--- config.mk ---
export PLATFORM = sky130hd
export DESIGN_NAME = uart_alu_if
export DESIGN_NICKNAME = d
export VERILOG_FILES = /design/src/rtl/uart_alu_if.sv
export SDC_FILE = /design/constraint.sdc
export NUM_CORES = 1
export LEC_CHECK = 0
export CAP_MARGIN = 20
export CORE_MARGIN = 1
export CORE_UTILIZATION = 35
export CTS_BUF_LIST = sky130_fd_sc_hd__clkbuf_4 sky130_fd_sc_hd__clkbuf_8 sky130_fd_sc_hd__clkbuf_16
export CTS_CLUSTER_DIAMETER = 120
export DETAILED_ROUTE_END_ITERATION = 7
export PLACE_DENSITY = 0.61
export SLEW_MARGIN = 0
export SYNTH_ARGS = -nofsm -noshare
export SYNTH_HDL_FRONTEND = slang
export SYNTH_SLANG_ARGS = --single-unit
--- constraint.sdc ---
create_clock -name i_clk -period 4.1 [get_ports i_clk]
set_input_delay 1.025 -clock i_clk [delete_from_list [all_inputs] [get_ports i_clk]]
set_output_delay 1.025 -clock i_clk [all_outputs]
set_load 0.02 [all_outputs]
--- src/rtl/uart_alu_if.sv ---
// Three-byte ALU front end between the Rx and Tx UARTs: A, B, opcode in; one result byte out.
// Optional inter-byte timeout is enabled by defining ALU_IF_TIMEOUT_EN.
module uart_alu_if #(
  parameter int NB_BITS        = 8,
  parameter int NB_OP          = 6,
  parameter int TIMEOUT_CYCLES = 1000000
) (
  input  logic               i_clk,
  input  logic               i_rst,
  input  logic [NB_BITS-1:0] i_data,
  input  logic               i_rx_done,
  input  logic               i_tx_done,
  output logic [NB_BITS-1:0] o_tx_data,
  output logic               o_tx_start,
  output logic               o_busy,
  output logic               o_err
);

  typedef enum logic [1:0] {GET_A, GET_B, GET_OP, WAIT_TX} state_t;

  localparam logic [NB_OP-1:0] OP_ADD = NB_OP'(6'h20);
  localparam logic [NB_OP-1:0] OP_SUB = NB_OP'(6'h22);
  localparam logic [NB_OP-1:0] OP_AND = NB_OP'(6'h24);
  localparam logic [NB_OP-1:0] OP_OR  = NB_OP'(6'h25);
  localparam logic [NB_OP-1:0] OP_XOR = NB_OP'(6'h26);
  localparam logic [NB_OP-1:0] OP_NOR = NB_OP'(6'h27);
  localparam logic [NB_OP-1:0] OP_SRA = NB_OP'(6'h03);
  localparam logic [NB_OP-1:0] OP_SRL = NB_OP'(6'h02);

  if (TIMEOUT_CYCLES < 1) begin : g_bad_timeout
    $error("TIMEOUT_CYCLES must be at least 1");
  end

  state_t             state_q, state_d;
  logic [NB_BITS-1:0] a_q, a_d, b_q, b_d;
  logic [NB_BITS-1:0] tx_data_q, tx_data_d;
  logic               tx_start_q, tx_start_d;
  logic               err_q, err_d;

  logic [NB_OP-1:0]   opcode;
  logic [NB_BITS-1:0] alu_res;
  logic               op_ok;
  logic               shift_ovf;

  assign opcode    = i_data[NB_OP-1:0];
  assign shift_ovf = (32'(b_q) >= NB_BITS);

  always_comb begin
    alu_res = '0;
    op_ok   = 1'b1;
    case (opcode)
      OP_ADD:  alu_res = a_q + b_q;
      OP_SUB:  alu_res = a_q - b_q;
      OP_AND:  alu_res = a_q & b_q;
      OP_OR:   alu_res = a_q | b_q;
      OP_XOR:  alu_res = a_q ^ b_q;
      OP_NOR:  alu_res = ~(a_q | b_q);
      OP_SRA:  alu_res = shift_ovf ? {NB_BITS{a_q[NB_BITS-1]}}
                                   : $unsigned($signed(a_q) >>> b_q);
      OP_SRL:  alu_res = shift_ovf ? '0 : (a_q >> b_q);
      default: op_ok   = 1'b0;
    endcase
  end

`ifdef ALU_IF_TIMEOUT_EN
  localparam int CW = (TIMEOUT_CYCLES > 1) ? $clog2(TIMEOUT_CYCLES) : 1;
  logic [CW-1:0] cnt_q, cnt_d;
  logic          tmo;
  // Counter only advances while a transaction is partially collected.
  assign tmo = (cnt_q == CW'(TIMEOUT_CYCLES - 1));
`endif

  always_comb begin
    state_d    = state_q;
    a_d        = a_q;
    b_d        = b_q;
    tx_data_d  = tx_data_q;
    tx_start_d = 1'b0;
    err_d      = 1'b0;
`ifdef ALU_IF_TIMEOUT_EN
    cnt_d      = '0;
`endif
    case (state_q)
      GET_A: if (i_rx_done) begin
        a_d     = i_data;
        state_d = GET_B;
      end
      GET_B: if (i_rx_done) begin
        b_d     = i_data;
        state_d = GET_OP;
      end
`ifdef ALU_IF_TIMEOUT_EN
      else if (tmo) begin
        err_d   = 1'b1;
        state_d = GET_A;
      end else cnt_d = cnt_q + 1'b1;
`endif
      GET_OP: if (i_rx_done) begin
        if (op_ok) begin
          tx_data_d  = alu_res;
          tx_start_d = 1'b1;
          state_d    = WAIT_TX;
        end else begin
          err_d   = 1'b1;
          state_d = GET_A;
        end
      end
`ifdef ALU_IF_TIMEOUT_EN
      else if (tmo) begin
        err_d   = 1'b1;
        state_d = GET_A;
      end else cnt_d = cnt_q + 1'b1;
`endif
      // Rx bytes arriving here are dropped, even alongside i_tx_done.
      WAIT_TX: if (i_tx_done) state_d = GET_A;
      default: state_d = GET_A;
    endcase
  end

  always_ff @(posedge i_clk) begin
    if (i_rst) begin
      state_q    <= GET_A;
      a_q        <= '0;
      b_q        <= '0;
      tx_data_q  <= '0;
      tx_start_q <= 1'b0;
      err_q      <= 1'b0;
`ifdef ALU_IF_TIMEOUT_EN
      cnt_q      <= '0;
`endif
    end else begin
      state_q    <= state_d;
      a_q        <= a_d;
      b_q        <= b_d;
      tx_data_q  <= tx_data_d;
      tx_start_q <= tx_start_d;
      err_q      <= err_d;
`ifdef ALU_IF_TIMEOUT_EN
      cnt_q      <= cnt_d;
`endif
    end
  end

  assign o_tx_data  = tx_data_q;
  assign o_tx_start = tx_start_q;
  assign o_busy     = (state_q == WAIT_TX);
  assign o_err      = err_q;

endmodule

Word-level counts from Yosys, hierarchy flattened
Cells that the tools add are included.
{"block": "classes", "addsub": 2, "n_mul": 0, "div_mod_pow": 0, "n_lt_le_gt_ge": 1, "eq_ne": 15, "shift": 2, "mux": 12, "bitwise_logic": 6, "n_reduce_logical": 7}
{"operator": "case mux 8 bit (8 select lines)", "count": 1}
{"operator": "== test 6 bit (second input constant)", "count": 6}
{"operator": "two-way mux 8 bit", "count": 2}
{"operator": "== test 6 x 2 -> 1 bit (second input constant)", "count": 2}
{"operator": "two-way mux 2 bit", "count": 5}
{"operator": "adder 8 bit", "count": 1}
{"operator": "bitwise AND 8 bit", "count": 1}
{"operator": "greater-or-equal comparator 8 x 4 -> 1 bit (second input constant)", "count": 1}
{"operator": "!= test 2 bit (second input constant)", "count": 4}
{"operator": "inverter 8 bit", "count": 1}
{"operator": "bitwise OR 8 bit", "count": 1}
{"operator": "case mux 2 bit (4 select lines)", "count": 1}
{"operator": "OR reduction 8 bit", "count": 1}
{"operator": "right shift 8 x 8 -> 8 bit", "count": 1}
{"operator": ">>> shifter 8 x 8 -> 8 bit", "count": 1}
{"operator": "subtractor 8 bit", "count": 1}
{"operator": "bitwise XOR 8 bit", "count": 1}
{"operator": "== test 2 bit (second input constant)", "count": 2}
{"operator": "AND reduction 2 bit", "count": 2}
{"operator": "AND reduction 4 bit", "count": 1}
{"operator": "two-way mux 1 bit", "count": 3}
{"operator": "AND reduction 3 bit", "count": 1}
{"operator": "OR reduction 3 bit", "count": 1}
{"operator": "== test 2 x 1 -> 1 bit (second input constant)", "count": 1}
{"operator": "2 further kinds", "count": 3}
{"block": "totals", "register_bits": 28, "latch_bits": 0, "ramBits": 0, "mem_bits_ro": 0, "inputBits": 12, "out_inout_bits": 11, "wordCells": 51, "n_memories": 0}

Longest topological paths before layout
{"block": "logic_depth", "ltp_word": 6, "ltp_mapped": 13, "ltp_nobuf": 11}

Worst setup path before layout
OpenSTA, ideal clock, no wires.
{"block": "synth_timing", "path_kind": "input -> register", "startpoint": "in i_data[3]", "endpoint": "reg tx_data_q[6] (netlist: o_tx_data[6])", "setup_time_ns": 0.117, "arrival_ns": 3.465, "required_time_ns": 3.983, "setup_slack_ns": 0.518, "path_stages": 11, "path_buffers": 1, "path_cell_list": "buf_2 or4b_4 nor2_2 mux2_2 fa_1 nand2b_1 a21oi_1 o21a_1 nor2_1 xnor2_1 a22o_1"}
{"block": "synth_via", "elab_chain_len": 4, "word_cells_on_any_way": 12, "classes_between": "eq/ne (8); mux (2); reduce/logical (2)"}
{"item": "start, declared", "line": "10", "source": "input logic [NB_BITS-1:0] i_data,"}
{"item": "== test 6 x 2 -> 1 bit / == test 6 bit (equally long branches)", "line": "51", "source": "case (opcode)"}
{"item": "OR reduction 8 bit (no source line)"}
{"item": "two-way mux 1 bit", "line": "51"}
{"item": "AND reduction 3 bit (no source line)"}
{"item": "end signal, assigned", "line": "135", "source": "tx_data_q <= tx_data_d;"}
{"item": "end, declared", "line": "36", "source": "logic [NB_BITS-1:0] tx_data_q, tx_data_d;"}
Parallel ways exist; a longest one is shown, timed or not.
A chain may end at the register's enable or synchronous reset.

Worst setup path in the final report
{"block": "layout_timing", "startpoint": "in i_data[2]", "endpoint": "reg tx_data_q[6] (netlist: o_tx_data[6])"}
Same word-level chain as after synthesis.

==> results.py <==
metrics = {
    "power": {
        "p_sw_share_pct": 34.6,
        "p_comb_share_pct": 35.0,
        "p_int_mw": 0.488,
        "ir_worst_vdd_mv": 0.150,
        "clockPowerShare_pct": 24.1,
        "switching_power_mw": 0.258,
        "pwr_density_cell_nw_per_um2": 248,
        "p_leak_nw": 1.18,
        "seqPwrFrac_pct": 40.9,
    },
    "routing": {
        "first_pass_iters": 5,
        "routed_wl_um": 7450,
        "drc": 0,
        "drt_iter0_drc": 206,
        "avgRoutedWirePerCell_um": 16.5,
        "ant_nets": 0,
        "vias": 2538,
        "vias_per_cell": 5.62,
    },
    "cts": {
        "cts_root_buf": "clkbuf_8",
        "htreeDepth": 1,
        "cts.sinks": 28,
        "clk_latency_ps": 290,
        "cts_resized": 0,
        "clk_pin_slew_ps": 110,
        "cts_setup_buffers": 0,
        "cts_buffers": 3,
        "hold_buffers": 0,
        "clock_path_buffers": 2,
        "cts_tree": "done",
    },
    "finish": {
        "nNetsFinal": 391,
        "utilization_pct": 41.8,
        "area_growth_pct": 15.9,
        "diodes": 0,
        "drive_gt1_share_pct": 9.92,
    },
    "die": {
        "fp.coreArea_um2": 7210,
        "die_x_um": 88.2,
        "num_rows": 31,
        "dieHeight_um": 88.2,
        "die-area_um2": 7780,
        "initial_core_util_pct": 36.0,
        "io_pins": 23,
    },
    "synth": {
        "synth.top_cell.area_share_pct": 21.6,
        "synth_area_um2": 2600,
        "yosys.cell_types.count": 59,
        "synth_flop_cell": "dfxtp_1",
        "syn_inst": 332,
        "synthAdderAreaFrac_pct": 12.3,
        "synth_seq_cells": 28,
        "ys_seq_area_share_pct": 21.6,
        "ys_top_cells_by_area": "dfxtp_1, ha_1, mux2i_1",
        "synthMostInstantiatedCell": "nor2_1",
        "synth_compound_area_share_pct": 20.0,
        "synth-edff-count": 0,
        "ys_warn_count": 0,
        "async_reset_ff_share_pct": 0,
        "syn-num-nets": 369,
        "synthXorXnorAreaFrac_pct": 4.33,
        "yosysTopAreaCell": "dfxtp_1",
        "yosys.area_share.simple_pct": 23.5,
        "syn_avg_cell_area_um2": 7.83,
        "synth_top_family_by_area": "simple AND/OR/NAND/NOR gates",
        "synthTopCellsByCount": "nor2_1, dfxtp_1, ha_1",
        "synth_mux_area_share_pct": 11.5,
    },
    "sta": {
        "finalSetupTns_ps": 0,
        "finClkSkew_ps": 15.4,
        "setup_viol": 0,
        "final_hold_viol_count": 0,
        "fin_crit_sh_pct": 89.2,
        "setup_ws_ps": 444,
        "slew_violations": 0,
        "rsz0062_at_grt": "false",
        "worst_pin_slew_ps": 594,
        "max_slew_margin_pct": 60.3,
        "fmax_ghz": 0.273,
        "min_period_ps": 3660,
    },
    "worst_setup_path": {
        "r2r-end": "o_tx_data[6]",
        "worstPathMaxFanout": 3,
        "reg2reg_from": "b_q[0]",
        "startpoint": "i_data[2]",
        "cp.arrival_ps": 3850,
        "startpoint_type": "input port",
        "crit_type": "in -> reg",
        "rr_worst_depth": 11,
        "endpoint_kind": "flop",
        "critPathRequiredTime_ps": 4300,
        "rrSetupSlack_ps": 1370,
    },
    "flow_run": {
        "maxCapViolCount": 0,
    },
    "grt": {
        "first_global_vias": 2234,
        "met2_usage_pct": 31.9,
        "grt_use_total_pct": 20.0,
        "grtUsageMet1_pct": 28.3,
        "grt_pass1_wl_um": 11900,
        "antenna_found_initial": 0,
        "grt_remaining_overflow": 0,
        "grt_max_degree": 24,
        "use_met3_pct": 3.02,
        "busiest_layer": "met2",
    },
    "min_path": {
        "hold_depth": 2,
        "worstHoldStart": "o_tx_data[2]",
        "worstHoldPathType": "reg -> reg",
        "min_to": "o_tx_data[2]",
    },
    "placed_design": {
        "portBuffers": 22,
        "hpwlAfterDp_um": 5740,
        "globalplace.congestion": 0.929,
        "dp_slack_ps": 161,
    },
    "status": {
        "status": "complete, no violations",
    },
}
[metal layers]
layer | vias to the layer above | share of wire (%)
met3 | 10 | 5.5
met5 | - | 0
met2 | 96 | 44
li1 | 1238 | -
met4 | 0 | 1.3
met1 | 1194 | 49
[worst max-delay path, stage by stage]
cell and delay [ps]:
clkdlybuf4s50_1 440, or4b_4 590, nor2_2 150, mux2_2 380
fa_1 410, nand2b_1 200, a21oi_1 210, o21a_1 130
nor2_1 40, xnor2_1 120, a22o_1 170
[cell usage in the layout (no fill, tap or decap), drive strengths merged, types with 3 or more instances in the layout]
cell type,n
xor2,3
nand2b,6
nand2,23
inv,23
a31oi,4
o21ai,19
dfxtp,28
nor3,8
or4,3
ha,24
nand3,7
nand3b,4
xnor2,9
mux2i,23
clkbuf,4
a211oi,6
nor4,7
buf,14
a221oi,6
clkdlybuf4s50,22
nor2,48
o211ai,6
a21oi,17
[cell families (layout without fill, tap and decap cells)]
logic type	after synthesis	count (layout)
adders and majority gates	25	25
buffers and inverters	42	63
AOI/OAI and AO/OA	77	77
xor gates and xnor gates	12	12
muxes	27	27
and+or+nand+nor	121	121
DFF	28	28
[worst max-delay path by stage]
stage / endpoint / depth (start not counted) / slack (ps)
after floorplan: o_tx_data[6] / 11 / 520
after global placement: o_tx_data[6] / 11 / 170
after detailed placement: o_tx_data[6] / 11 / 160
after CTS: o_tx_data[6] / 11 / 470
after global routing: o_tx_data[5] / 13 / 300
final: o_tx_data[6] / 11 / 440
[metrics by stage]
step	cells	instance area, um2	power, mW	hold WS, ps
floorplan	332	2600	0.500	490
finish	452	3010	0.746	536
global placement	448	2960	0.566	502
detailed placement	448	2960	0.568	508
CTS	452	3010	0.752	541
global route	452	3010	0.791	573
[area by class of cell]
type | instances | area [um2]
Inverter | 23 | 86.3
Multi-Input combinational cell | 262 | 1860
Timing Repair Buffer | 36 | 325
Tap cell | 99 | 124
Sequential cell | 28 | 561
Fill cell | 758 | 4200
Clock buffer | 4 | 55.1
[state kept, by name (all words and copies together), names as in the netlist]
name and cells:
o_tx_start 1, b_q 8, o_tx_data 8, state_q 2, o_err 1, a_q 8
[power groups by stage]
stage                     sequential, mW  clock, mW  combinational [mW]
after floorplan                    0.301          0               0.199
after global placement             0.310          0               0.256
after detailed placement           0.311          0               0.257
after CTS                          0.304      0.189               0.259
after global routing               0.307      0.195               0.289
final                              0.305      0.180               0.261
Power figures use the tool's default switching activity.
